## src/rtl/hack_gates_pkg.sv

```systemverilog
// ============================================================================
// Module      : hack_gates_pkg
// Description : Shared width default and word-select codes for the Hack
//               gate library.
// Revision    : 1.0 - initial release
// ============================================================================
`default_nettype none

package hack_gates_pkg;

    localparam int WORD_W = 16;

    localparam logic [1:0] SEL_A = 2'b00;
    localparam logic [1:0] SEL_B = 2'b01;
    localparam logic [1:0] SEL_C = 2'b10;
    localparam logic [1:0] SEL_D = 2'b11;

endpackage : hack_gates_pkg

`default_nettype wire

```

## src/rtl/mux2way16.sv

```systemverilog
// ============================================================================
// Module      : mux2way16
// Description : Combinational 2:1 word multiplexer, out = sel ? y : x.
// Revision    : 1.0 - initial release
// ============================================================================
`default_nettype none

module mux2way16
    import hack_gates_pkg::*;
#(
    parameter int WIDTH = WORD_W
) (
    input  logic [WIDTH-1:0] x,
    input  logic [WIDTH-1:0] y,
    input  logic             sel,
    output logic [WIDTH-1:0] out
);

    assign out = sel ? y : x;

endmodule : mux2way16

`default_nettype wire

```

## src/rtl/mux_4way_16.sv

```systemverilog
// ============================================================================
// Module      : mux_4way_16
// Description : Registered 4:1 word multiplexer built as a two-level tree of
//               mux2way16 stages feeding an async-reset output register.
// Revision    : 1.0 - initial release
// ============================================================================
`default_nettype none

module mux_4way_16
    import hack_gates_pkg::*;
#(
    parameter int WIDTH = WORD_W
) (
    input  logic             clk,
    input  logic             rst_n,
    input  logic [WIDTH-1:0] a,
    input  logic [WIDTH-1:0] b,
    input  logic [WIDTH-1:0] c,
    input  logic [WIDTH-1:0] d,
    input  logic [1:0]       sel,
    output logic [WIDTH-1:0] out
);

    logic [WIDTH-1:0] w_ab;
    logic [WIDTH-1:0] w_cd;
    logic [WIDTH-1:0] w_next;
    logic [WIDTH-1:0] r_out;

    // Level 0: sel[0] chooses within each pair; level 1: sel[1] chooses the pair.
    mux2way16 #(.WIDTH(WIDTH)) u_mux_ab (
        .x   (a),
        .y   (b),
        .sel (sel[0]),
        .out (w_ab)
    );

    mux2way16 #(.WIDTH(WIDTH)) u_mux_cd (
        .x   (c),
        .y   (d),
        .sel (sel[0]),
        .out (w_cd)
    );

    mux2way16 #(.WIDTH(WIDTH)) u_mux_top (
        .x   (w_ab),
        .y   (w_cd),
        .sel (sel[1]),
        .out (w_next)
    );

    always_ff @(posedge clk or negedge rst_n) begin
        if (!rst_n) begin
            r_out <= '0;
        end else begin
            r_out <= w_next;
        end
    end

    assign out = r_out;

endmodule : mux_4way_16

`default_nettype wire

```

## config.mk

```make
export PLATFORM = sky130hd
export DESIGN_NAME = mux_4way_16
export DESIGN_NICKNAME = d
export VERILOG_FILES = /design/src/rtl/hack_gates_pkg.sv /design/src/rtl/mux2way16.sv /design/src/rtl/mux_4way_16.sv
export SDC_FILE = /design/constraint.sdc
export NUM_CORES = 1
export LEC_CHECK = 0
export ABC_AREA = 1
export CAP_MARGIN = 20
export CORE_AREA = 2 2 61 63
export CTS_BUF_LIST = sky130_fd_sc_hd__clkbuf_4 sky130_fd_sc_hd__clkbuf_8
export DETAILED_ROUTE_END_ITERATION = 10
export DIE_AREA = 0 0 63 65
export PLACE_DENSITY = 0.83
export SYNTH_ARGS = -nofsm -noshare
export SYNTH_HDL_FRONTEND = slang
export SYNTH_SLANG_ARGS = --single-unit
export TNS_END_PERCENT = 10
```

## constraint.sdc

```tcl
create_clock -name clk -period 0.8 [get_ports clk]
set_input_delay 0.12 -clock clk [delete_from_list [all_inputs] [get_ports clk]]
set_output_delay 0.12 -clock clk [all_outputs]
set_load 0.01 [all_outputs]
```

# ---- Yosys cells after proc, flatten, opt, wreduce, memory -nomap -nowiden
# Cells that the tools add are included.
dict set report classes {
  add_sub_neg 0
  n_lt_le_gt_ge 0
  eq_ne 0
  n_div 0
  mul 0
  shifts 0
  bitwise_logic 0
  reduce_logical 0
  mux 3
}
# cell n
set ops {}
lappend ops {{$mux W16} 3}
dict set report word_totals {
  ram_bits 0
  rom_bits 0
  output_inout_bits 16
  n_memories 0
  regBits 16
  word_cells 4
  latchBits 0
  inputBits 68
}

# ---- Logic depth before layout (Yosys ltp)
# Gate-level depths: netlist (run 1).
dict set report logic_depth {
  ltp_word 2
  ltp_mapped 6
  ltp_nobuf 4
}

# ---- Modules after synthesis
# Synthesis (run 1) repeated with hierarchy kept, for this count alone.
dict set report unflattened {
  cells_unflattened 172
  area_unflattened_um2 1132.3
}
# module cells_per_inst area_each_um2 seq_area_each_um2 instances
set by_module_without_submodules {}
lappend by_module_without_submodules {mux2way16 52 244.0 0.0 3}
lappend by_module_without_submodules {mux_4way_16 16 400.4 400.4 1}

# ---- Worst setup path after synthesis (run 1)
# No wires, ideal clock.
dict set report synth_path {
  path_kind {in2reg}
  start {input port sel[0]}
  end {register r_out[10] (netlist: out[10])}
  path_buffers 2
  path_slack_ns 0.128
  t_arrival_ns 0.555
  path_stages 6
  required_time_ns 0.683
  setup_time_ns 0.117
  path_cell_list {buf_6 inv_4 buf_6 nand2_1 nand3_1 nand2_1}
}
dict set report synth_between {
  elab_chain_cells 2
  elab_cells_between_ends 3
  cone_classes {mux (3)}
}
# item line
set synth_lines {}
lappend synth_lines {{start: declaration} mux_4way_16.sv:20} ;# input logic [1:0] sel,
lappend synth_lines {{$mux W16} mux2way16.sv:19} ;# assign out = sel ? y : x;
lappend synth_lines {{$mux W16 (*)} mux2way16.sv:19}
lappend synth_lines {{via u_mux_top.out[10]} mux2way16.sv:16} ;# output logic [WIDTH-1:0] out
lappend synth_lines {{end signal: assignment} mux_4way_16.sv:55} ;# r_out <= w_next;
lappend synth_lines {{end: declaration} mux_4way_16.sv:27} ;# logic [WIDTH-1:0] r_out;
# Mark *: on every way through the listed nets, which the timed path passes. The rest lies on a longest branch.

# ---- Worst setup path in the final report (run 1)
dict set report layout_path {
  start {register r_out[4] (netlist: out[4])}
  end {output port out[4]}
}
# item line
set layout_rtl {}
lappend layout_rtl {{end: declaration} mux_4way_16.sv:21} ;# output logic [WIDTH-1:0] out
# No word-level cell between the ends.

==> key figures, run 1 <==
GRT
  – First-pass GRT wire length: 5460 µm
  – Antenna violations before repair: 0
  – Gr ovfl total: 0
  – GRT Total Usage: 0.167
  – Pin count of the biggest net entering global routing: 33
  – Number of global-route vias before repair: 1223

STA
  – Slew of the pin with the lowest slew margin: 298 ps
  – Setup total negative slack: -1770 ps
  – Post-route fraction of the period consumed by the critical path: 1.16
  – Final hold slack: about 160 ps
  – Max Clk Rate: roughly 1100 MHz
  – Final-report setup violation count: 17
  – Relative slew slack: 0.801
  – Setup repair after global routing missed its margin: true
  – Setup slack of the critical path after layout: -129 ps
  – Number of failing hold endpoints at the final stage: 0
  – Final Max Slew Viols: 0
  – Period minus WS final: 929 ps

Worst setup path
  – Worst setup path class: reg -> out
  – Worst path bufs/invs: 1
  – Critical path's top delay family: flip-flops
  – List of cells traversed by the critical path: buf_2
  – Worst setup path startpoint: out[4]
  – Data arrival time of the critical path: ~800 ps
  – Slowest library cell on the worst path: dfrtp_1
  – Required time at the endpoint of the critical path: 680 ps
  – Crit-path max cell delay: 380 ps
  – Crit Path Max Fanout: 1
  – Startpoint type of the worst setup path: flop
  – Critical Path End Type: output port

Die
  – Total die area: approximately 4100 µm²
  – Floorplan core area: 3500 µm²
  – Rows: 22
  – Initial cell density of the core: 0.345
  – Die X-Extent: 63 µm
  – Die height: around 65 µm
  – I/O pins: 84

Run status
  – Violated checks: setup timing
  – Run status: finished with violations

Drt
  – Total iterations of the first detailed-routing run: 4
  – Post-route DRC: 0
  – Routed wirelength normalized by instance count: 9.54 µm
  – Sum of routed wire length over all layers: ~3200 µm
  – Vias/cell: 4.12
  – DRC marker count from the first detailed-route iteration: 62
  – Routed via count: 1372
  – ANT nets after route: 0

Flow run
  – MaxCap Viol Count: 0

Layout
  – Final nets: 354
  – Count of antenna diodes in the layout: 0
  – Area growth from synthesis to layout: 71.7%
  – Flip-flop count of the largest register after layout: 16
  – Layout cells sized above 1: 0.0912
  – Final design instance area without fill: a little over 2000 µm²
  – Share of the core filled with cells in the final layout: 0.592

Synth
  – Fraction of synthesis flops using an asynchronous set or reset pin: 1.00
  – Synth Instances: 204
  – Net count of the mapped netlist: 272
  – Distinct cells, synth: 9
  – Proportion of netlist area held by the largest area contributor: 0.332
  – Most frequent cell after synthesis: nand2_1
  – Post-synth EDFFs: 0
  – Dominant cell type by area after synthesis: dfrtp_1
  – Post-Synthesis Cell Area: 1210 µm²
  – FF+latch count, synth: 16
  – Post-Synthesis Mean Instance Area: 5.91 µm²
  – Post-synth top cells: nand2_1 (80), inv_1 (64), nand3_1 (32)
  – Top post-synthesis cells by area: dfrtp_1 (33%), nand2_1 (25%), inv_1 (20%)
  – Seq/Total Area, Yosys: 0.332
  – Top FF cell, synth: dfrtp_1
  – Ys Warns: 0

CTS
  – Number of buffers created by CTS: 3
  – Quantity of hold-fixing buffers added after cts: 0
  – Clk sink count: 16
  – Clock slew at reported path FFs: 100 ps
  – Maximum clock path buffer count: 2
  – Number of cells upsized or downsized after cts: between 60 and 70
  – CTS H-tree lvls: 1
  – CTS tree: done
  – CTS Root Cell: clkbuf_4
  – Count of buffers added by post-CTS timing repair for setup: 0

Placed design
  – IO Port Bufs: 83
  – Estimated wirelength of the detail-placed design: approximately 2500 µm
  – Pre-CTS worst setup slack: -469 ps
  – Instance area at placement: approximately 2100 µm²
  – Placer's final routability congestion estimate: 0.753

Power
  – Leakage: 0.00120 µW
  – Maximum vdd ir drop: about 0.57 mV
  – Total power per unit cell area: 1110 nW/µm²

Hold path
  – Worst min-delay path class: in -> async
## layout by cell type, fill, tap and decap left out
cell             Yosys  routed
buf_12               0       2
clkbuf_8             0       1
clkdlybuf4s50_1      0      66
nand3_1             32      32
inv_6                0       1
nand2_1             80      80
inv_1               64      64
dlygate4sd2_1        0       1
buf_6                6       9
clkbuf_4             0       3
dfrtp_1             16      16
buf_4                3       2
buf_2                1       7
inv_2                1       1
## logic make-up after synthesis
family / share of synthesized area
buf+inv: 0.286
flops: 0.332
simple gates: 0.382
## power breakdown
part	total (µW)	switching (µW)	internal (µW)	leakage (µW)
clock	545	268	277	0.0000210
combinational	846	333	513	0.000996
sequential	911	26.5	885	0.000188
## metal layers
| metal | routed length (µm) | vias to the layer above | part of all wire | GRT usage |
|---|---|---|---|---|
| met4 | 18 | 0 | 0.0057 | 0.0500 |
| met1 | 1310 | 595 | 0.41 | 0.205 |
| met5 | 0 | - | 0 | 0 |
| met3 | 212 | 2 | 0.067 | 0.0243 |
| met2 | 1640 | 45 | 0.52 | 0.302 |
| li1 | - | 730 | - | - |
## cell type report
class,count,area (µm²)
multi-input cells,112,460
inverters,66,253
well taps,48,60.1
flip-flops and latches,16,400
repair buffers,87,861
fillers,356,1430
clock buffers,4,36.3
## how the worst max path moves through the flow
stage                    to  slack, ps  cells past startpoint
floorplan           out[10]        130                      6
global placement     out[3]       -440                      5
detailed placement   out[9]       -470                      5
CTS                  out[4]       -140                      1
global route         out[9]       -160                      1
finish               out[4]       -130                      1
## through the flow
step                total power, µW  cells
CTS                            2300    333
global route                   2450    333
finish                         2300    333
global placement               1780    329
floorplan                      1270    204
detailed placement             1800    329
No activity file was read; power rests on OpenSTA's default activity.
==> run 2: changes to the inputs <==
--- a/config.mk
+++ b/config.mk
@@ -11,7 +11,10 @@
 export CTS_BUF_LIST = sky130_fd_sc_hd__clkbuf_4 sky130_fd_sc_hd__clkbuf_8
 export DETAILED_ROUTE_END_ITERATION = 10
 export DIE_AREA = 0 0 63 65
+export MAX_ROUTING_LAYER = met4
 export PLACE_DENSITY = 0.83
+export RECOVER_POWER = 100
+export REMOVE_ABC_BUFFERS = 1
 export SYNTH_ARGS = -nofsm -noshare
 export SYNTH_HDL_FRONTEND = slang
 export SYNTH_SLANG_ARGS = --single-unit
==> key figures, run 2 (same netlist as run 1, synthesis figures left out) <==
Drt
  – Total iterations of the first detailed-routing run: 3 (-1)
  – Vias/cell: 4.13 (+0.12%)
  – Routed wirelength normalized by instance count: 9.93 µm (+4.1%)
  – Sum of routed wire length over all layers: 3340 µm (+5.1%)
  – Routed via count: 1386 (+1.0%)
  – Post-route DRC: 0 (unchanged)
  – DRC marker count from the first detailed-route iteration: 44 (-29%)
  – ANT nets after route: 0 (unchanged)

Layout
  – Layout cells sized above 1: 0.101 (+0.00947)
  – Number of filler instances in the final layout: 348 (-2.2%)
  – Count of antenna diodes in the layout: 0 (unchanged)
  – Flip-flop count of the largest register after layout: 16 (unchanged)
  – Area growth from synthesis to layout: 69.6%
  – Most common cell after layout, fill and taps aside: nand2_1
  – Share of the core filled with cells in the final layout: 0.585 (-0.00716)
  – Final nets: 358 (+1.1%)
  – Commonest cells after routing, fill and taps aside: nand2_1 (80), inv_1 (64), clkdlybuf4s50_1 (64), nand3_1 (32), dfrtp_1 (16)

STA
  – Final hold slack: 298 ps (+134 ps)
  – Relative slew slack: 0.718 (-0.0829)
  – Setup slack of the critical path after layout: -133 ps (-4.06 ps)
  – Final Max Slew Viols: 0 (unchanged)
  – Post-route fraction of the period consumed by the critical path: 1.17 (+0.00507)
  – Slew of the pin with the lowest slew margin: 422 ps (+125 ps)
  – Final-report setup violation count: 16 (-1)
  – Number of failing hold endpoints at the final stage: 0 (unchanged)
  – Setup repair after global routing missed its margin: true
  – Max Clk Rate: 1070 MHz (-0.43%)
  – Period minus WS final: 933 ps (+4.06 ps)

Worst setup path
  – Worst path bufs/invs: 1 (unchanged)
  – Data arrival time of the critical path: 810 ps (about the same)
  – Crit Path Max Fanout: 1 (unchanged)
  – Critical path's top delay family: flip-flops
  – List of cells traversed by the critical path: buf_2
  – Startpoint type of the worst setup path: flop
  – Critical Path End Type: output port
  – Worst setup path class: reg -> out
  – Slowest library cell on the worst path: dfrtp_1
  – Stages on worst setup path: 1 (unchanged)
  – Required time at the endpoint of the critical path: 680 ps (about the same)
  – Crit-path max cell delay: 390 ps (about the same)

GRT
  – Number of global-route vias before repair: 1320 (+7.9%)
  – Gr ovfl total: 0 (unchanged)
  – First-pass GRT wire length: 5760 µm (+5.6%)
  – Pin count of the biggest net entering global routing: 18 (-45%)
  – Antenna violations before repair: 0 (unchanged)
  – GRT Total Usage: 0.181 (+0.0136)

Die
  – Rows: 22 (unchanged)
  – Initial cell density of the core: 0.345 (unchanged)
  – Die height: 65 µm (unchanged)
  – Die X-Extent: 63 µm (unchanged)
  – I/O pins: 84 (unchanged)
  – Total die area: 4100 µm² (unchanged)
  – Floorplan core area: 3500 µm² (unchanged)

Hold path
  – Worst min-delay path class: in -> async

CTS
  – CTS H-tree lvls: 1 (unchanged)
  – Clk sink count: 16 (unchanged)
  – CTS Root Cell: clkbuf_4
  – Number of cells upsized or downsized after cts: 69 (unchanged)
  – Maximum clock path buffer count: 2 (unchanged)
  – CTS tree: done
  – Number of buffers created by CTS: 3 (unchanged)
  – Quantity of hold-fixing buffers added after cts: 0 (unchanged)
  – Clock slew at reported path FFs: 90 ps (about the same)
  – Count of buffers added by post-CTS timing repair for setup: 0 (unchanged)

Placed design
  – Placer's final routability congestion estimate: 0.748 (-0.60%)
  – IO Port Bufs: 83 (unchanged)
  – Estimated wirelength of the detail-placed design: 2660 µm (+8.2%)
  – Pre-CTS worst setup slack: -485 ps (-16.2 ps)

Power
  – Leakage: 0.00121 µW (about the same)
  – Maximum vdd ir drop: 0.479 mV (-16%)
  – Total power per unit cell area: 1050 nW/µm² (-5.6%)

Run status
  – Violated checks: setup timing
  – Run status: finished with violations

Flow run
  – MaxCap Viol Count: 0 (unchanged)
-- run 2: per-stage QoR --
step           instance area, µm²  power [µW]  std cells  TNS [ps]
3_5_place_dp                 2100        1830        333     -9920
2_1_floorplan                1110        1190        194         0
6_report                     2050        2150        336     -1570
3_3_place_gp                 2100        1810        333     -9290
5_1_grt                      2050        2300        336     -2270
4_1_cts                      2050        2180        336     -1830
-- run 2: layout make-up --
type	instances	area, µm²	area share
clock buffer	3	22.5	0.0110
inverter	66	253	0.124
multi-input combinational	112	460	0.225
sequential	16	400	0.196
tap	48	60.1	0.0294
timing repair buffer	91	850	0.415
-- run 2: final timing paths --
check / startpoint / to / slack, ps
min in group clk: sel[1] / out[1] / 310
max in group asynchronous: rst_n / out[0] / 200
max: out[14] / out[14] / -130
min: rst_n / out[10] / 300
-- run 2: per-layer routing --
metal | part of all wire | track usage | vias to the layer above | wire length (µm)
met1 | 0.42 | 0.202 | 596 | 1400
met2 | 0.51 | 0.331 | 46 | 1720
met5 | 0 | - | - | 0
li1 | - | - | 742 | -
met3 | 0.061 | 0.0365 | 2 | 203
met4 | 0.0057 | 0.0417 | 0 | 19
-- run 2: power by group --
part | switching [µW] | internal [µW] | total, µW | leakage [µW]
combinational | 337 | 488 | 825 | 0.00100
sequential | 20.3 | 884 | 904 | 0.000188
clock | 243 | 174 | 417 | 0.0000138
